<file path="src/rtl/uart_tx_byte_feeder_pkg.sv">
// uart_tx_byte_feeder_pkg: launch FSM states and default FIFO geometry
package uart_tx_byte_feeder_pkg;
   localparam int DEPTH_DEF  = 16;
   localparam int ADDR_W_DEF = 4;
   typedef enum logic [1:0] {
      IDLE      = 2'd0,
      LAUNCH    = 2'd1,
      WAIT_ACT  = 2'd2,
      WAIT_DONE = 2'd3
   } feed_state_t;
endpackage

</file>
<file path="src/rtl/sync_byte_fifo.sv">
// sync_byte_fifo: byte FIFO with registered count/full/empty and a rejected-write pulse
module sync_byte_fifo
   import uart_tx_byte_feeder_pkg::*;
#(
   parameter int DEPTH  = DEPTH_DEF,
   parameter int ADDR_W = ADDR_W_DEF
) (
   input  logic              clk_in,
   input  logic              rst_n_in,
   input  logic              flush_in,
   input  logic              wr_en_in,
   input  logic [7:0]        wr_data_in,
   input  logic              rd_en_in,
   output logic [7:0]        rd_data_op,
   output logic              full_op,
   output logic              empty_op,
   output logic [ADDR_W:0]   count_op,
   output logic              overflow_op
);
   logic [7:0]        mem [DEPTH];
   logic [ADDR_W-1:0] wr_ptr, rd_ptr;
   logic              wr, rd;
   logic [ADDR_W:0]   count_nx;
   // flush beats a simultaneous write so the FIFO really ends up empty
   assign wr         = wr_en_in && !full_op && !flush_in;
   assign rd         = rd_en_in && !empty_op;
   assign count_nx   = count_op + (ADDR_W+1)'(wr) - (ADDR_W+1)'(rd);
   assign rd_data_op = mem[rd_ptr];
   always_ff @(posedge clk_in)
      if (wr) mem[wr_ptr] <= wr_data_in;
   always_ff @(posedge clk_in or negedge rst_n_in)
      if (!rst_n_in) begin
         wr_ptr      <= '0;
         rd_ptr      <= '0;
         count_op    <= '0;
         empty_op    <= 1'b1;
         full_op     <= 1'b0;
         overflow_op <= 1'b0;
      end else begin
         overflow_op <= wr_en_in && full_op;
         if (flush_in) begin
            wr_ptr   <= '0;
            rd_ptr   <= '0;
            count_op <= '0;
            empty_op <= 1'b1;
            full_op  <= 1'b0;
         end else begin
            wr_ptr   <= wr_ptr + ADDR_W'(wr);
            rd_ptr   <= rd_ptr + ADDR_W'(rd);
            count_op <= count_nx;
            empty_op <= count_nx == '0;
            full_op  <= count_nx == (ADDR_W+1)'(DEPTH);
         end
      end
endmodule

</file>
<file path="src/rtl/uart_tx_byte_feeder.sv">
// uart_tx_byte_feeder: buffers bytes and hands them one at a time to a UART transmitter
module uart_tx_byte_feeder
   import uart_tx_byte_feeder_pkg::*;
#(
   parameter int DEPTH  = DEPTH_DEF,
   parameter int ADDR_W = ADDR_W_DEF
) (
   input  logic              clk_in,
   input  logic              rst_n_in,
   input  logic              flush_in,
   input  logic              wr_en_in,
   input  logic [7:0]        wr_data_in,
   output logic              full_op,
   output logic              empty_op,
   output logic [ADDR_W:0]   count_op,
   output logic              overflow_op,
   output logic              busy_op,
   output logic              tx_datav_op,
   output logic [7:0]        tx_byte_op,
   input  logic              tx_active_in,
   input  logic              tx_done_in
);
   feed_state_t state;
   logic        pop;
   logic [7:0]  head;
   // waiting for tx_active low keeps us off a transmitter still finishing a byte
   assign pop = state == IDLE && !empty_op && !tx_active_in;
   sync_byte_fifo #(.DEPTH(DEPTH), .ADDR_W(ADDR_W)) fifo (
      .clk_in      (clk_in),
      .rst_n_in    (rst_n_in),
      .flush_in    (flush_in),
      .wr_en_in    (wr_en_in),
      .wr_data_in  (wr_data_in),
      .rd_en_in    (pop),
      .rd_data_op  (head),
      .full_op     (full_op),
      .empty_op    (empty_op),
      .count_op    (count_op),
      .overflow_op (overflow_op)
   );
   always_ff @(posedge clk_in or negedge rst_n_in)
      if (!rst_n_in) begin
         state       <= IDLE;
         busy_op     <= 1'b0;
         tx_datav_op <= 1'b0;
         tx_byte_op  <= 8'h00;
      end else
         case (state)
            IDLE:
               if (pop) begin
                  state       <= LAUNCH;
                  tx_byte_op  <= head;
                  tx_datav_op <= 1'b1;
                  busy_op     <= 1'b1;
               end
            LAUNCH: begin
               state       <= WAIT_ACT;
               tx_datav_op <= 1'b0;
            end
            WAIT_ACT:
               if (tx_done_in) begin
                  state   <= IDLE;
                  busy_op <= 1'b0;
               end else if (tx_active_in)
                  state <= WAIT_DONE;
            WAIT_DONE:
               if (tx_done_in) begin
                  state   <= IDLE;
                  busy_op <= 1'b0;
               end
            default: begin
               state       <= IDLE;
               tx_datav_op <= 1'b0;
               busy_op     <= 1'b0;
            end
         endcase
endmodule
</file>
<file path="config.mk">
export PLATFORM = sky130hd
export DESIGN_NAME = uart_tx_byte_feeder
export DESIGN_NICKNAME = d
export VERILOG_FILES = /design/src/rtl/uart_tx_byte_feeder_pkg.sv /design/src/rtl/sync_byte_fifo.sv /design/src/rtl/uart_tx_byte_feeder.sv
export SDC_FILE = /design/constraint.sdc
export NUM_CORES = 1
export LEC_CHECK = 0
export ABC_CLOCK_PERIOD_IN_PS = 2650
export CAP_MARGIN = 20
export CORE_MARGIN = 5
export CORE_UTILIZATION = 40
export DETAILED_ROUTE_END_ITERATION = 7
export PLACE_DENSITY_LB_ADDON = 0.15
export SLEW_MARGIN = 20
export SYNTH_ARGS = -nofsm -noshare
export SYNTH_HDL_FRONTEND = slang
export SYNTH_SLANG_ARGS = --single-unit
</file>
<file path="constraint.sdc">
create_clock -name clk_in -period 2.65 [get_ports clk_in]
set_input_delay 0.795 -clock clk_in [delete_from_list [all_inputs] [get_ports clk_in]]
set_output_delay 0.795 -clock clk_in [all_outputs]
set_load 0.02 [all_outputs]
</file>
==> flow_metrics.tcl <==
set metrics [dict create \
    multi_input_area_um2 1600 \
    cts_root_buffer "clkbuf_16" \
    worstPathMaxFanout 2 \
    fin_crit_ps 2554 \
    end_kind "flop" \
    avgViaCountPerCell 4.968 \
    cts_max_path_buffers 2 \
    power_leakage_uw 0.002643 \
    synth_top_area_share_pct 60.99 \
    numCtsBuffers 17 \
    path_buf_inv 3 \
    drc 0 \
    antenna_cells 0 \
    firstDrtPassIters 4 \
    place.gp.congestion 0.7805 \
    synthTopCellsByArea "edfxtp_1 (61%), dfrtp_1 (11%), mux4_2 (9.3%), mux2i_1 (3.2%), ha_1 (1.8%)" \
    synth_area_per_cell_um2 18.76 \
    yosysSeqAreaShare_pct 72.13 \
    syn_area_um2 6302 \
    cts_tree "built" \
    dp.cells 594 \
    ir_drop_mv 0.5176 \
    drive_above_1_share_pct 24.76 \
    worstMarginPinSlew_ps 601.3 \
    setup_viol 0 \
    synth_seq_cells 156 \
    syn_inst 336 \
    antenna_found_initial 0 \
    cts-hold-fix-buffers 0 \
    synth_largest_area_cell "edfxtp_1" \
    grtUsageTotal_pct 14.36 \
    critPathRequiredTime_ps 3010 \
    critPathTopFamily "buffers and inverters" \
    rows 45 \
    clk_latency_ps 420 \
    clockPowerShare_pct 35.5 \
    grt_pass1_vias 3277 \
    hp-start "tx_byte_op[6]$_DFFE_PN0P_" \
    slowest_delay_ps 470 \
    port_buffers 31 \
    layout.nets 427 \
    hold_viol_final 0 \
    h-tree-depth 4 \
    outcome "finished clean" \
    power_per_cell_area_nw_per_um2 886.9 \
    timing.rr.start "fifo.empty_op$_DFF_PN1_" \
    cap_violations 0 \
    p_int_uw 5036 \
    initial_core_util_pct 41.15 \
    grt_overflow 0 \
    yosysWarningCount 0 \
    slew_viol_final 0 \
    ff_latch_area_um2 4547 \
    cp.arrival_ps 2920 \
    die_h_um 135.5 \
    mostFrequentLayoutCells "edfxtp_1 (128), clkdlybuf4s50_1 (30), buf_4 (30), mux4_2 (26), dfrtp_1 (26)" \
    grt_max_degree 37 \
    pin_count 32 \
    yosysUniqueCellTypes 41 \
    cp_cell_sequence "clkdlybuf4s50_1 > or3b_2 > inv_2 > ha_4 > fa_2 > nor3_2 > buf_4 > a31o_2" \
    setup-tns-final_ps 0 \
    crit_type "input port to flop" \
    holdPathEnd "tx_byte_op[6]$_DFFE_PN0P_" \
    finalNonFillerCells 627 \
    area_growth_pct 20.89 \
    drt_wl_total_um 12050 \
    cts_sinks 156 \
    grt_first_pass_wirelength_um 19240 \
    fin_crit_sh_pct 96.38 \
    core_area_um2 15310 \
    relSlewSlack_pct 59.79 \
    r2r-end "fifo.empty_op$_DFF_PN1_" \
    r2r_slack_ps 340 \
    max_freq_mhz 391.5 \
    clk_pin_slew_ps 60 \
    fillers 1291 \
    power_frac_comb_pct 21.6 \
    hold_depth 1 \
    pwr-share-seq_pct 43.0 \
    fin_area_um2 7619 \
    grt_setup_unrepaired "false" \
    fin_util_pct 49.75 \
    vias 3115 \
    netSwitchingPower_uw 1720 \
    syn_nets 360 \
    r2r_cells 11 \
    dieWidth_um 135.5 \
    hold_class "flop to flop" \
    final_common_cell "edfxtp_1" \
    fin_worst_skew_ps 7.742 \
    dp_hpwl_um 7759 \
    wl_per_cell_um 19.22 \
    start_kind "input port" \
    critPathSlowestCell "or3b_2" \
    dpl-instance-area_um2 6965 \
    drt_iter0_drc 211 \
    antenna_left 0 \
    swShare_pct 25.46 \
    die-area_um2 18370 \
]
==> per-stage QoR <==
stage,total power [uW],hold slack [ps],setup WS [ps]
2_1_floorplan,3856,472.9,22.26
3_3_place_gp,4304,460.7,-458.2
3_5_place_dp,4324,470.8,-523.3
4_1_cts,6797,484.4,-4.261
5_1_grt,7088,492.1,19.36
6_report,6757,478.9,95.86
==> worst register-to-register path, cell delays in order (launching register included) <==
cell and delay, ps:
dfstp_2 520, nor2_1 40, nand2_1 90, inv_2 60, ha_4 260, inv_2 40, ha_4 150, fa_2 350
a21o_1 210, a21oi_2 180, xnor2_2 110, a31o_2 240
==> kinds of logic (layout without fill, tap and decap cells) <==
family / Yosys count / count (layout) / synth area share (%)
AOI/OAI and AO/OA: 25 / 25 / 2.680
muxes: 49 / 49 / 13.72
DFF: 156 / 156 / 72.13
adders and majority gates: 10 / 10 / 2.104
and+or+nand+nor: 63 / 63 / 4.844
xor gates and xnor gates: 9 / 9 / 1.251
buffers and inverters: 24 / 104 / 3.276
==> power by group through the flow <==
stage / logic, uW / clock network, uW / registers, uW
2_1_floorplan: 780 / 0 / 3080
3_3_place_gp: 1350 / 0 / 2950
3_5_place_dp: 1370 / 0 / 2950
4_1_cts: 1440 / 2450 / 2910
5_1_grt: 1610 / 2560 / 2920
6_report: 1460 / 2400 / 2900
==> synth_stat cells (all sizes together) <==
library cell	n
a2bb2oi	1
o21ai	2
o211ai	1
ha	9
a31o	1
nand3	5
edfxtp	128
xnor2	4
or3	1
buf	10
nand2	10
a31oi	1
dfstp	1
clkbuf	5
nand3b	1
and2	1
or3b	1
a21o	8
nand2b	4
nor2b	8
or2	1
a22oi	1
o22ai	6
mux4	29
nor4b	1
o21a	1
inv	9
fa	1
a21oi	3
xor2	5
mux2i	20
nand4b	1
nor2	24
dfrtp	27
nor3	5
==> worst max path at each step <==
stage | startpoint | endpoint | slack, ps | cells after the start
final | wr_en_in | fifo.empty_op$_DFF_PN1_ | 100 | 8
after global routing | wr_en_in | fifo.empty_op$_DFF_PN1_ | 20 | 8
after CTS | tx_active_in | fifo.full_op$_DFF_PN0_ | -4 | 12
after detailed placement | tx_active_in | fifo.full_op$_DFF_PN0_ | -520 | 12
after global placement | tx_active_in | fifo.full_op$_DFF_PN0_ | -460 | 12
after floorplan | flush_in | fifo.mem[0][0]$_DFFE_PP_ | 20 | 3
==> registers in the layout, summed over array words and instances, names as in the netlist, 2 cells and up <==
| signal | count |
|---|---|
| fifo.mem | 128 |
| tx_byte_op | 8 |
| fifo.rd_ptr | 4 |
| fifo.count_op | 5 |
| fifo.wr_ptr | 4 |
| state | 2 |
==> area by class of cell <==
cell class / count / share of cell area, %
Clock inverter: 10 / 1.462
Clock buffer: 22 / 6.356
Sequential cell: 156 / 59.68
Tap cell: 211 / 3.465
Multi-Input combinational cell: 156 / 21.01
Inverter: 9 / 0.4434
Timing Repair Buffer: 63 / 7.587
==> routing by layer <==
layer | track usage [%] | vias to the layer above | wire, um
li1 | - | 1445 | -
met1 | 20.12 | 1610 | 5738
met2 | 21.96 | 47 | 5800
met3 | 3.269 | 13 | 357
met4 | 5.543 | 0 | 152
met5 | 0 | - | 0
==> repair_timing <==
action / 4_1_cts / 5_1_grt
pin swaps: 5 / 8
resized for setup: 6 / 5
endpoints found under the setup margin: 2 / 3
hold endpoints to repair: 0 / 0
setup buffers: 0 / 1
No activity file was read; power rests on OpenSTA's default activity.
